### src/rtl/threshold_centroid_tracker_pkg.sv
// Shared definitions for the threshold centroid tracker: default widths and divider FSM states.
package threshold_centroid_tracker_pkg;

    localparam int DEFAULT_COORD_W    = 16;
    localparam int DEFAULT_CNT_W      = 20;
    localparam int DEFAULT_SUM_W      = 32;
    localparam int DEFAULT_MIN_PIXELS = 64;

    typedef enum logic [2:0] {
        ST_IDLE,
        ST_LATCH,
        ST_DIV_X,
        ST_DIV_Y,
        ST_DONE
    } tracker_state_t;

endpackage

### src/rtl/threshold_centroid_tracker_seq_divider.sv
// Restoring unsigned divider, one quotient bit per clock. The start cycle already produces the
// first bit, so a full divide spans DIVIDEND_W edges and done pulses in the cycle after the last.
module threshold_centroid_tracker_seq_divider #(
    parameter int DIVIDEND_W = 32,
    parameter int DIVISOR_W  = 20
) (
    input  logic                  clk,
    input  logic                  rst_n,
    input  logic                  start,
    input  logic [DIVIDEND_W-1:0] dividend,
    input  logic [DIVISOR_W-1:0]  divisor,
    output logic                  busy,
    output logic                  done,
    output logic [DIVIDEND_W-1:0] quotient
);

    localparam int ITER_W = $clog2(DIVIDEND_W + 1);

    logic [DIVISOR_W-1:0]  rem_q, rem_d, div_q, div_d;
    logic [DIVISOR_W-1:0]  src_rem, src_div, rem_step;
    logic [DIVIDEND_W-1:0] quo_q, quo_d, src_quo, quo_step;
    logic [DIVISOR_W:0]    trial;
    logic [ITER_W-1:0]     iter_q, iter_d;
    logic                  busy_q, busy_d, done_q, done_d;

    // quo holds the not-yet-consumed dividend bits at the top and the quotient bits at the bottom
    always_comb begin
        src_rem = start ? '0 : rem_q;
        src_quo = start ? dividend : quo_q;
        src_div = start ? divisor : div_q;
        trial   = {src_rem, src_quo[DIVIDEND_W-1]};
        if (trial >= {1'b0, src_div}) begin
            rem_step = DIVISOR_W'(trial - {1'b0, src_div});
            quo_step = {src_quo[DIVIDEND_W-2:0], 1'b1};
        end else begin
            rem_step = trial[DIVISOR_W-1:0];
            quo_step = {src_quo[DIVIDEND_W-2:0], 1'b0};
        end

        rem_d  = rem_q;
        quo_d  = quo_q;
        div_d  = div_q;
        iter_d = iter_q;
        busy_d = busy_q;
        done_d = 1'b0;
        if (start) begin
            rem_d  = rem_step;
            quo_d  = quo_step;
            div_d  = divisor;
            iter_d = ITER_W'(DIVIDEND_W - 1);
            busy_d = 1'b1;
        end else if (busy_q) begin
            rem_d  = rem_step;
            quo_d  = quo_step;
            iter_d = iter_q - ITER_W'(1);
            if (iter_q == ITER_W'(1)) begin
                busy_d = 1'b0;
                done_d = 1'b1;
            end
        end
    end

    always_ff @(posedge clk or negedge rst_n) begin
        if (!rst_n) begin
            rem_q  <= '0;
            quo_q  <= '0;
            div_q  <= '0;
            iter_q <= '0;
            busy_q <= 1'b0;
            done_q <= 1'b0;
        end else begin
            rem_q  <= rem_d;
            quo_q  <= quo_d;
            div_q  <= div_d;
            iter_q <= iter_d;
            busy_q <= busy_d;
            done_q <= done_d;
        end
    end

    assign busy     = busy_q;
    assign done     = done_q;
    assign quotient = quo_q;

endmodule

### src/rtl/threshold_centroid_tracker.sv
// Per-frame foreground centroid of pixels brighter than the frame-start threshold.
// Define CENTROID_BBOX_EN to add the foreground bounding-box outputs.
module threshold_centroid_tracker
    import threshold_centroid_tracker_pkg::*;
#(
    parameter int COORD_W    = DEFAULT_COORD_W,
    parameter int CNT_W      = DEFAULT_CNT_W,
    parameter int SUM_W      = DEFAULT_SUM_W,
    parameter int MIN_PIXELS = DEFAULT_MIN_PIXELS
) (
    input  logic               iClk,
    input  logic               iRst_n,
    input  logic               iFval,
    input  logic               iValid,
    input  logic [7:0]         iGray,
    input  logic [7:0]         iThreshold,
    input  logic [COORD_W-1:0] iX_Cont,
    input  logic [COORD_W-1:0] iY_Cont,
    output logic [COORD_W-1:0] oCentroidX,
    output logic [COORD_W-1:0] oCentroidY,
    output logic [CNT_W-1:0]   oPixelCount,
`ifdef CENTROID_BBOX_EN
    output logic [COORD_W-1:0] oMinX,
    output logic [COORD_W-1:0] oMaxX,
    output logic [COORD_W-1:0] oMinY,
    output logic [COORD_W-1:0] oMaxY,
`endif
    output logic               oEmpty,
    output logic               oDone,
    output logic               oBusy,
    output logic               oOverrun
);

    logic               fval_q, fval_rise, fval_fall, pixel_hit, below_min;
    logic [7:0]         thr_q, thr_d;
    logic [CNT_W-1:0]   cnt_q, cnt_d;
    logic [SUM_W-1:0]   sum_x_q, sum_x_d, sum_y_q, sum_y_d;
    logic [SUM_W:0]     sum_x_wide, sum_y_wide;

    tracker_state_t     state_q;
    logic [CNT_W-1:0]   sh_cnt_q, pixel_count_q;
    logic [SUM_W-1:0]   sh_sum_y_q;
    logic               empty_q, empty_out_q, done_q, overrun_q;
    logic [COORD_W-1:0] quot_x_q, centroid_x_q, centroid_y_q;

    logic               div_start, div_busy, div_done;
    logic [SUM_W-1:0]   div_dividend, div_quotient;
    logic [CNT_W-1:0]   div_divisor;

`ifdef CENTROID_BBOX_EN
    logic [COORD_W-1:0] min_x_q, min_x_d, max_x_q, max_x_d, min_y_q, min_y_d, max_y_q, max_y_d;
    logic [COORD_W-1:0] sh_min_x_q, sh_max_x_q, sh_min_y_q, sh_max_y_q;
    logic [COORD_W-1:0] out_min_x_q, out_max_x_q, out_min_y_q, out_max_y_q;
`endif

    function automatic logic [COORD_W-1:0] sat_coord(input logic [SUM_W-1:0] q);
        if (q > SUM_W'({COORD_W{1'b1}})) return '1;
        return q[COORD_W-1:0];
    endfunction

    // A frame-start clear takes priority over a pixel arriving on the same edge
    always_comb begin
        fval_rise  = iFval & ~fval_q;
        fval_fall  = ~iFval & fval_q;
        pixel_hit  = iFval & iValid & (iGray > thr_q);
        sum_x_wide = {1'b0, sum_x_q} + (SUM_W+1)'(iX_Cont);
        sum_y_wide = {1'b0, sum_y_q} + (SUM_W+1)'(iY_Cont);
        below_min  = cnt_q < CNT_W'(MIN_PIXELS);

        thr_d   = thr_q;
        cnt_d   = cnt_q;
        sum_x_d = sum_x_q;
        sum_y_d = sum_y_q;
`ifdef CENTROID_BBOX_EN
        min_x_d = min_x_q;
        max_x_d = max_x_q;
        min_y_d = min_y_q;
        max_y_d = max_y_q;
`endif
        if (fval_rise) begin
            thr_d   = iThreshold;
            cnt_d   = '0;
            sum_x_d = '0;
            sum_y_d = '0;
`ifdef CENTROID_BBOX_EN
            min_x_d = '1;
            max_x_d = '0;
            min_y_d = '1;
            max_y_d = '0;
`endif
        end else if (pixel_hit) begin
            cnt_d   = (&cnt_q) ? cnt_q : cnt_q + CNT_W'(1);
            sum_x_d = sum_x_wide[SUM_W] ? '1 : sum_x_wide[SUM_W-1:0];
            sum_y_d = sum_y_wide[SUM_W] ? '1 : sum_y_wide[SUM_W-1:0];
`ifdef CENTROID_BBOX_EN
            if (iX_Cont < min_x_q) min_x_d = iX_Cont;
            if (iX_Cont > max_x_q) max_x_d = iX_Cont;
            if (iY_Cont < min_y_q) min_y_d = iY_Cont;
            if (iY_Cont > max_y_q) max_y_d = iY_Cont;
`endif
        end
    end

    always_ff @(posedge iClk or negedge iRst_n) begin
        if (!iRst_n) begin
            fval_q  <= 1'b0;
            thr_q   <= '0;
            cnt_q   <= '0;
            sum_x_q <= '0;
            sum_y_q <= '0;
`ifdef CENTROID_BBOX_EN
            min_x_q <= '0;
            max_x_q <= '0;
            min_y_q <= '0;
            max_y_q <= '0;
`endif
        end else begin
            fval_q  <= iFval;
            thr_q   <= thr_d;
            cnt_q   <= cnt_d;
            sum_x_q <= sum_x_d;
            sum_y_q <= sum_y_d;
`ifdef CENTROID_BBOX_EN
            min_x_q <= min_x_d;
            max_x_q <= max_x_d;
            min_y_q <= min_y_d;
            max_y_q <= max_y_d;
`endif
        end
    end

    // X divide launches straight from the live sums in LATCH; Y follows from the shadow copy
    assign div_start    = ((state_q == ST_LATCH) & ~below_min) | ((state_q == ST_DIV_X) & div_done);
    assign div_dividend = (state_q == ST_LATCH) ? sum_x_q : sh_sum_y_q;
    assign div_divisor  = (state_q == ST_LATCH) ? cnt_q : sh_cnt_q;

    threshold_centroid_tracker_seq_divider #(
        .DIVIDEND_W(SUM_W),
        .DIVISOR_W (CNT_W)
    ) u_divider (
        .clk     (iClk),
        .rst_n   (iRst_n),
        .start   (div_start),
        .dividend(div_dividend),
        .divisor (div_divisor),
        .busy    (div_busy),
        .done    (div_done),
        .quotient(div_quotient)
    );

    always_ff @(posedge iClk or negedge iRst_n) begin
        if (!iRst_n) begin
            state_q       <= ST_IDLE;
            sh_cnt_q      <= '0;
            sh_sum_y_q    <= '0;
            empty_q       <= 1'b0;
            quot_x_q      <= '0;
            centroid_x_q  <= '0;
            centroid_y_q  <= '0;
            pixel_count_q <= '0;
            empty_out_q   <= 1'b0;
            done_q        <= 1'b0;
            overrun_q     <= 1'b0;
`ifdef CENTROID_BBOX_EN
            sh_min_x_q    <= '0;
            sh_max_x_q    <= '0;
            sh_min_y_q    <= '0;
            sh_max_y_q    <= '0;
            out_min_x_q   <= '0;
            out_max_x_q   <= '0;
            out_min_y_q   <= '0;
            out_max_y_q   <= '0;
`endif
        end else begin
            done_q    <= 1'b0;
            overrun_q <= fval_fall & (state_q != ST_IDLE);
            case (state_q)
                ST_IDLE: begin
                    if (fval_fall) state_q <= ST_LATCH;
                end
                ST_LATCH: begin
                    sh_cnt_q   <= cnt_q;
                    sh_sum_y_q <= sum_y_q;
                    empty_q    <= below_min;
`ifdef CENTROID_BBOX_EN
                    sh_min_x_q <= min_x_q;
                    sh_max_x_q <= max_x_q;
                    sh_min_y_q <= min_y_q;
                    sh_max_y_q <= max_y_q;
`endif
                    state_q    <= below_min ? ST_DONE : ST_DIV_X;
                end
                ST_DIV_X: begin
                    if (div_done) begin
                        quot_x_q <= sat_coord(div_quotient);
                        state_q  <= ST_DIV_Y;
                    end
                end
                ST_DIV_Y: begin
                    if (div_done) state_q <= ST_DONE;
                end
                ST_DONE: begin
                    pixel_count_q <= sh_cnt_q;
                    empty_out_q   <= empty_q;
                    centroid_x_q  <= empty_q ? '0 : quot_x_q;
                    centroid_y_q  <= empty_q ? '0 : sat_coord(div_quotient);
`ifdef CENTROID_BBOX_EN
                    out_min_x_q   <= empty_q ? '0 : sh_min_x_q;
                    out_max_x_q   <= empty_q ? '0 : sh_max_x_q;
                    out_min_y_q   <= empty_q ? '0 : sh_min_y_q;
                    out_max_y_q   <= empty_q ? '0 : sh_max_y_q;
`endif
                    done_q        <= 1'b1;
                    state_q       <= ST_IDLE;
                end
                default: state_q <= ST_IDLE;
            endcase
        end
    end

    assign oCentroidX  = centroid_x_q;
    assign oCentroidY  = centroid_y_q;
    assign oPixelCount = pixel_count_q;
    assign oEmpty      = empty_out_q;
    assign oDone       = done_q;
    assign oBusy       = (state_q != ST_IDLE) | div_busy;
    assign oOverrun    = overrun_q;
`ifdef CENTROID_BBOX_EN
    assign oMinX = out_min_x_q;
    assign oMaxX = out_max_x_q;
    assign oMinY = out_min_y_q;
    assign oMaxY = out_max_y_q;
`endif

endmodule

### config.mk
export PLATFORM = sky130hd
export DESIGN_NAME = threshold_centroid_tracker
export DESIGN_NICKNAME = d
export VERILOG_FILES = /design/src/rtl/threshold_centroid_tracker_pkg.sv /design/src/rtl/threshold_centroid_tracker_seq_divider.sv /design/src/rtl/threshold_centroid_tracker.sv
export SDC_FILE = /design/constraint.sdc
export NUM_CORES = 1
export LEC_CHECK = 0
export BUFFER_PORTS_ARGS = -buffer_cell sky130_fd_sc_hd__buf_2
export CAP_MARGIN = 20
export CORE_ASPECT_RATIO = 0.8
export CORE_MARGIN = 3
export CORE_UTILIZATION = 45
export DETAILED_ROUTE_END_ITERATION = 6
export PLACE_DENSITY = 0.67
export REMOVE_ABC_BUFFERS = 1
export SYNTH_ARGS = -nofsm -noshare
export SYNTH_HDL_FRONTEND = slang
export SYNTH_SLANG_ARGS = --single-unit
### constraint.sdc
create_clock -name iClk -period 3.85 [get_ports iClk]
set_input_delay 0 -clock iClk [delete_from_list [all_inputs] [get_ports iClk]]
set_output_delay 0 -clock iClk [all_outputs]
set_load 0.1 [all_outputs]
==> results of run 1 <==
-- stage by stage --
stage / cell area [um^2] / worst slack, ps / hold slack [ps] / utilization, %
after global placement: 17200 / -16.9 / 186 / 50.5
after detailed placement: 17200 / -117 / 189 / 50.5
after global routing: 19200 / -225 / 43.2 / 56.5
after CTS: 18700 / -5.32 / 2.03 / 55.0
final: 19200 / -92.8 / 29.7 / 56.5
after floorplan: 15300 / -2820 / -296 / -
-- worst min-delay path, cell delays in order --
cell     delay (ps)
buf_2            90
ha_1            230
xnor2_1         150
a31oi_1          80
-- layout make-up --
class | instances | area share, %
repair buffers | 256 | 9.84
well taps | 465 | 3.03
clock inverters | 10 | 0.742
flip-flops and latches | 300 | 39.1
clock buffers | 43 | 4.69
multi-input cells | 1304 | 41.6
inverters | 53 | 1.05
-- what timing repair did --
| item | CTS | global route |
|---|---|---|
| pin swaps | 8 | 30 |
| resized for setup | 13 | 94 |
| buffers inserted | 7 | 17 |
| hold buffers | 37 | 0 |
| hold endpoints to repair | 159 | 0 |
| endpoints found under the setup margin | 20 | 21 |
| gates cloned | 1 | 2 |
-- routing by layer --
metal	vias to the layer above	GRT usage, %
li1	6510	-
met1	6605	33.8
met2	413	33.1
met3	70	3.78
met4	0	4.63
met5	-	0
-- cell families (layout without fill, tap and decap cells) --
| group | Yosys count | in the layout |
|---|---|---|
| muxes | 3 | 3 |
| xor gates and xnor gates | 64 | 64 |
| DFF | 300 | 300 |
| and+or+nand+nor | 706 | 706 |
| buffers and inverters | 144 | 362 |
| AOI/OAI and AO/OA | 463 | 465 |
| adders and majority gates | 66 | 66 |
-- worst max path at each step --
stage          slack, ps  cells past startpoint                               to
2_1_floorplan      -2820                     13   u_divider.rem_q[0]$_DFFE_PN0P_
3_3_place_gp         -20                     15   u_divider.rem_q[9]$_DFFE_PN0P_
3_5_place_dp        -120                     15  u_divider.rem_q[14]$_DFFE_PN0P_
4_1_cts               -5                     18  u_divider.rem_q[14]$_DFFE_PN0P_
5_1_grt             -230                     18   u_divider.rem_q[0]$_DFFE_PN0P_
6_report             -90                     18   u_divider.rem_q[0]$_DFFE_PN0P_
-- sequential cells by signal, summed over array words and instances (netlist names), 3 cells and up --
name and cells:
sh_sum_y_q 32, sum_x_q 32, sum_y_q 32, u_divider.quotient 32, cnt_q 20, oPixelCount 20
sh_cnt_q 20, u_divider.div_q 20, u_divider.rem_q 20, oCentroidX 16, oCentroidY 16, quot_x_q 16
thr_q 8, u_divider.iter_q 6, state_q 3
-- cell usage in the layout (no fill, tap or decap), types with 5 or more instances in the layout --
| master | instances |
|---|---|
| buf_2 | 106 |
| a311oi_1 | 8 |
| a31oi_1 | 66 |
| and3_1 | 23 |
| o21ai_1 | 24 |
| a22oi_1 | 7 |
| and2_4 | 7 |
| clkbuf_8 | 8 |
| clkinv_2 | 5 |
| or2_2 | 5 |
| dlygate4sd3_1 | 37 |
| inv_1 | 52 |
| nor2b_1 | 36 |
| nor3_1 | 18 |
| o21ai_0 | 113 |
| o21ai_2 | 7 |
| nand4_1 | 13 |
| nor2_1 | 119 |
| clkbuf_16 | 32 |
| o21a_1 | 17 |
| nor3b_1 | 8 |
| a211oi_1 | 37 |
| nor4_1 | 12 |
| nand2_1 | 335 |
| a21o_1 | 18 |
| dfrtp_1 | 299 |
| xor2_1 | 24 |
| buf_6 | 9 |
| ha_1 | 52 |
| and2_1 | 24 |
| ha_4 | 9 |
| a21oi_2 | 9 |
| o211ai_1 | 5 |
| nand2b_1 | 27 |
| buf_4 | 95 |
| nand3_1 | 40 |
| a21oi_1 | 97 |
| buf_12 | 6 |
| xnor2_1 | 40 |
-- power by group through the flow --
stage          Combinational (W)  Clock (W)  Sequential [W]
2_1_floorplan            0.00370          0         0.00535
3_3_place_gp             0.00654          0         0.00449
3_5_place_dp             0.00660          0         0.00450
4_1_cts                  0.00679    0.00313         0.00445
5_1_grt                  0.00815    0.00327         0.00456
6_report                 0.00747    0.00308         0.00448
==> results_dict.tcl, run 1 <==
set metrics [dict create \
    highest_layer "met4" \
    intPower_w 0.00864 \
    h-tree-depth 1 \
    overflow 0 \
    tightest_slew_ps 1010 \
    synthMuxAreaShare_pct 0.199 \
    syn_inst 1746 \
    synth_area_um2 15700 \
    fin_ws_ps -92.8 \
    worst-path-buf-inv 5 \
    r2r_cells 18 \
    port_buffers 107 \
    async_flop_share_pct 100 \
    crit_chain "nor4_2 > nand4_1 > buf_6 > buf_6 > a21oi_4 > buf_12 > nand2_4 > inv_4 > ha_4 > nor2b_2 > o31a_1 > o211ai_2 > a31oi_4 > a221oi_4 > o21ba_4 > buf_4 > mux2_2 > a21oi_2" \
    power_density_nw_per_um2 782 \
    ys_warn_count 0 \
    area_delta_synth_final_pct 22.3 \
    antenna_cells 0 \
    power_frac_comb_pct 49.7 \
    crit_arrival_ps 4440 \
    swShare_pct 42.5 \
    power_frac_clock_pct 20.5 \
    status "finished, violations left" \
    synth_xor_area_share_pct 3.57 \
    viasPerCell 5.59 \
    hold_start "iX_Cont[8]" \
    cp.required_ps 4340 \
    clk_path_buf_depth 3 \
    core_area_um2 34000 \
    cpPeakStageDelay_ps 400 \
    end_kind "register" \
    die_h_um 173 \
    via_count 13598 \
    yosysMostFrequentCell "nand2_1" \
    drt-met1-wl_um 20600 \
    slew-limit-headroom_pct 32.9 \
    drive_gt1_share_pct 18.6 \
    path_max_fanout 5 \
    nets 2064 \
    r2r_start "cnt_q[14]$_DFFE_PN0P_" \
    ys.flop_type "dfrtp_1" \
    critical-path-top-delay-family "compound AO/OA/AOI/OAI gates" \
    crit_top_cell "buf_6" \
    synth_top_family_by_area "simple AND/OR/NAND/NOR gates" \
    route.detailed.wl_per_inst_um 17.6 \
    drv_cap 0 \
    ys_types 86 \
    power_switching_w 0.00639 \
    final_cell_count_no_fill 2431 \
    synthTopCellsByCount "nand2_1, dfrtp_1, o21ai_0" \
    final.fill_count 3026 \
    slowest_stage "dfrtp_1" \
    gp_congestion 0.931 \
    drv_slew 0 \
    ios 108 \
    pwr-share-seq_pct 29.8 \
    fin_crit_sh_pct 102 \
    drt-total-wl_um 42900 \
    hold_depth 4 \
    syn_area_per_cell_um2 9.00 \
    numCtsBuffers 31 \
    yosys.area_share.simple_pct 20.7 \
    dp_hpwl_um 28900 \
    ys_top_cells_by_area "dfrtp_1, nand2_1, ha_1" \
    regArea_um2 7510 \
    yosys.area.top_type "dfrtp_1" \
    synthAdderAreaFrac_pct 5.40 \
    path_clk_slew_ps 60 \
    first_pass_iters 5 \
    setup_violations 11 \
    clock-root-buffer "clkbuf_16" \
    p_leak_nw 9.13 \
    ys_seq_area_share_pct 47.8 \
    die_x_um 215 \
    drc 0 \
    r2r-end "u_divider.rem_q[0]$_DFFE_PN0P_" \
    finalCriticalPeriod_ps 3940 \
    wl_met2_um 18600 \
    ir_drop_v 0.000462 \
    tns_ps -392 \
    start_util_pct 46.2 \
    dieArea_um2 37200 \
    grt_max_degree 126 \
    hold_class "primary input to register" \
    cts_sinks 300 \
    rows 60 \
    grt_first_pass_wirelength_um 68400 \
    synth_edf_count 0 \
    p_total_w 0.0150 \
    violations "negative setup slack" \
    synth_compound_area_share_pct 18.6 \
    wl_met3_um 2770 \
    fin_worst_skew_ps 26.3 \
    synth_top_area_share_pct 47.8 \
    place_inst 2314 \
    rsz0062_at_grt "true" \
    path_class "register to register" \
    min_to "sum_x_q[8]$_DFFE_PN0P_" \
    clk_latency_ps 590 \
    multi_input_area_um2 7990 \
    fmax_ghz 0.254 \
    track_usage_pct 22.1 \
    ant_nets 0 \
    r2r_slack_ps -90 \
    synth-seq-cells 300 \
    first_iter_violations 1157 \
    antenna_found_initial 0 \
    grt_pass1_vias 12820 \
    cts_tree "built" \
    hold_violations 0 \
    startpoint "cnt_q[14]$_DFFE_PN0P_" \
    cp-start-kind "register" \
]
Power figures use the tool's default switching activity.
==> inputs of run 2 (changes only) <==
--- a/config.mk
+++ b/config.mk
@@ -8,7 +8,7 @@
 export BUFFER_PORTS_ARGS = -buffer_cell sky130_fd_sc_hd__buf_2
 export CAP_MARGIN = 20
 export CORE_ASPECT_RATIO = 0.8
-export CORE_MARGIN = 3
+export CORE_MARGIN = 10
 export CORE_UTILIZATION = 45
 export DETAILED_ROUTE_END_ITERATION = 6
 export PLACE_DENSITY = 0.67
==> run 2 against run 1 <==
Compared with the run above: the flow still finishes with violations (negative setup slack); largest power group unchanged; routed wire length is 0.98% lower; total power down 0.21%; die area up 15%; global-route usage fell by 3.2 points; utilization is 1.9 points lower; clock-buffer cell count up 6; clock skew fell by 3.4 ps; non-clock buffer count fell by 26.
==> results_dict.tcl, run 2 (synthesis gave the netlist of run 1 again) <==
set metrics [dict create \
    power_density_nw_per_um2 794 \
    power_switching_w 0.00638 \
    rows 61 \
    path_clk_slew_ps 60 \
    stdcell_area_um2 18900 \
    startpoint "cnt_q[15]$_DFFE_PN0P_" \
    end_kind "register" \
    die_h_um 187 \
    core_area_um2 34600 \
    antenna_found_initial 0 \
    hold_start "iY_Cont[9]" \
    track_usage_pct 18.9 \
    power_frac_comb_pct 49.4 \
    setup_violations 7 \
    cp-start-kind "register" \
    fin_ws_ps -56.4 \
    cp.required_ps 4220 \
    dp_hpwl_um 29200 \
    dieArea_um2 42800 \
    grt_max_degree 104 \
    drt-total-wl_um 42500 \
    ios 108 \
    final_cell_mix "nand2_1, dfrtp_1, o21ai_0, nor2_1, buf_2" \
    cts_sinks 300 \
    violations "negative setup slack" \
    start_util_pct 45.4 \
    tns_ps -213 \
    nets 2040 \
    viasPerCell 5.55 \
    drc 0 \
    drive_gt1_share_pct 17.5 \
    die_x_um 229 \
    hold_class "primary input to register" \
    drv_cap 0 \
    clk_path_buf_depth 3 \
    path_class "register to register" \
    clk_latency_ps 530 \
    hold_violations 0 \
    first_pass_iters 5 \
    crit_arrival_ps 4280 \
    pwr-share-seq_pct 29.8 \
    grt_first_pass_wirelength_um 67900 \
    fin_crit_sh_pct 101 \
    h-tree-depth 2 \
    port_buffers 107 \
    tightest_slew_ps 977 \
    area_delta_synth_final_pct 20.2 \
    p_total_w 0.0150 \
    dpl_cell_area_um2 17200 \
    fmax_ghz 0.256 \
    overflow 0 \
    slew-limit-headroom_pct 34.6 \
    p_leak_nw 9.00 \
    numCtsBuffers 34 \
    grt_pass1_vias 12833 \
    fin_worst_skew_ps 22.9 \
    gp_congestion 0.964 \
    intPower_w 0.00862 \
    first_iter_violations 1155 \
    swShare_pct 42.5 \
    cts_tree "built" \
    ant_nets 0 \
    path_max_fanout 6 \
    drv_slew 0 \
    via_count 13419 \
    rsz0062_at_grt "true" \
    clock-root-buffer "clkbuf_16" \
    layout_commonest_cell "nand2_1" \
    power_frac_clock_pct 20.8 \
    route.detailed.wl_per_inst_um 17.6 \
    r2r_start "cnt_q[15]$_DFFE_PN0P_" \
    status "finished, violations left" \
    finalCriticalPeriod_ps 3910 \
    ir_drop_v 0.000337 \
    antenna_cells 0 \
]
-- run 2: repair_timing --
action	in CTS	in global routing
endpoints found under the hold margin	119	0
buffers inserted	0	20
gates resized for setup	2	76
hold buffers	19	0
gates cloned	0	2
endpoints found under the setup margin	2	20
pin swaps	1	23
-- run 2: layout make-up --
cell class                      instances  area [um^2]
Tap cell                              472          591
Clock buffer                           49         1010
Multi-Input combinational cell       1303         7870
Timing Repair Buffer                  230         1650
Clock inverter                         10         61.3
Fill cell                            3082        15700
Sequential cell                       300         7510
Inverter                               53          199
-- run 2: per-layer routing --
metal	wire length, um	share of wire, %	track usage [%]	vias to the layer above
met2	18700	44	28.7	349
met3	2660	6.3	3.44	54
li1	-	-	-	6475
met5	0	0	0	-
met1	20400	48	27.4	6541
met4	750	1.8	4.65	0
-- run 2: power groups by stage --
stage | Clock (W) | Sequential (W) | Combinational (W)
after CTS | 0.00318 | 0.00445 | 0.00675
after global placement | 0 | 0.00448 | 0.00660
after floorplan | 0 | 0.00535 | 0.00370
after detailed placement | 0 | 0.00449 | 0.00669
after global routing | 0.00332 | 0.00456 | 0.00805
final | 0.00312 | 0.00447 | 0.00741
-- run 2: final timing paths --
check	end	slack [ps]	depth (start not counted)
max	u_divider.quotient[0]$_DFFE_PN0P_	-60	19
min	sum_y_q[9]$_DFFE_PN0P_	30	4
max reg2reg	u_divider.quotient[0]$_DFFE_PN0P_	-60	19
min reg2reg	sh_sum_y_q[18]$_DFFE_PN0P_	460	2
max in group asynchronous	u_divider.busy$_DFF_PN0_	2720	3
min in group asynchronous	oPixelCount[10]$_DFFE_PN0P_	100	2
-- run 2: critical path: stages, from the launching register on --
cell	delay [ps]
dfrtp_1	390
nor4_2	300
nand4_1	220
buf_4	210
a21oi_4	200
buf_6	150
nand2_1	70
inv_1	150
ha_4	230
nor2b_4	120
o31a_1	310
o211ai_2	230
a31oi_4	140
a221oi_4	320
o21ba_4	220
buf_8	130
buf_6	130
buf_6	90
buf_4	90
a21oi_1	50
-- run 2: through the flow --
stage / util, % / hold WS (ps) / instances / setup slack, ps
6_report: 54.6 / 25.2 / 2417 / -56.4
5_1_grt: 54.6 / 32.8 / 2417 / -207
4_1_cts: 53.3 / 7.59 / 2395 / 12.7
3_5_place_dp: 49.6 / 119 / 2317 / 10.5
3_3_place_gp: 49.6 / 115 / 2317 / 10.9
2_1_floorplan: - / -296 / 1655 / -2820
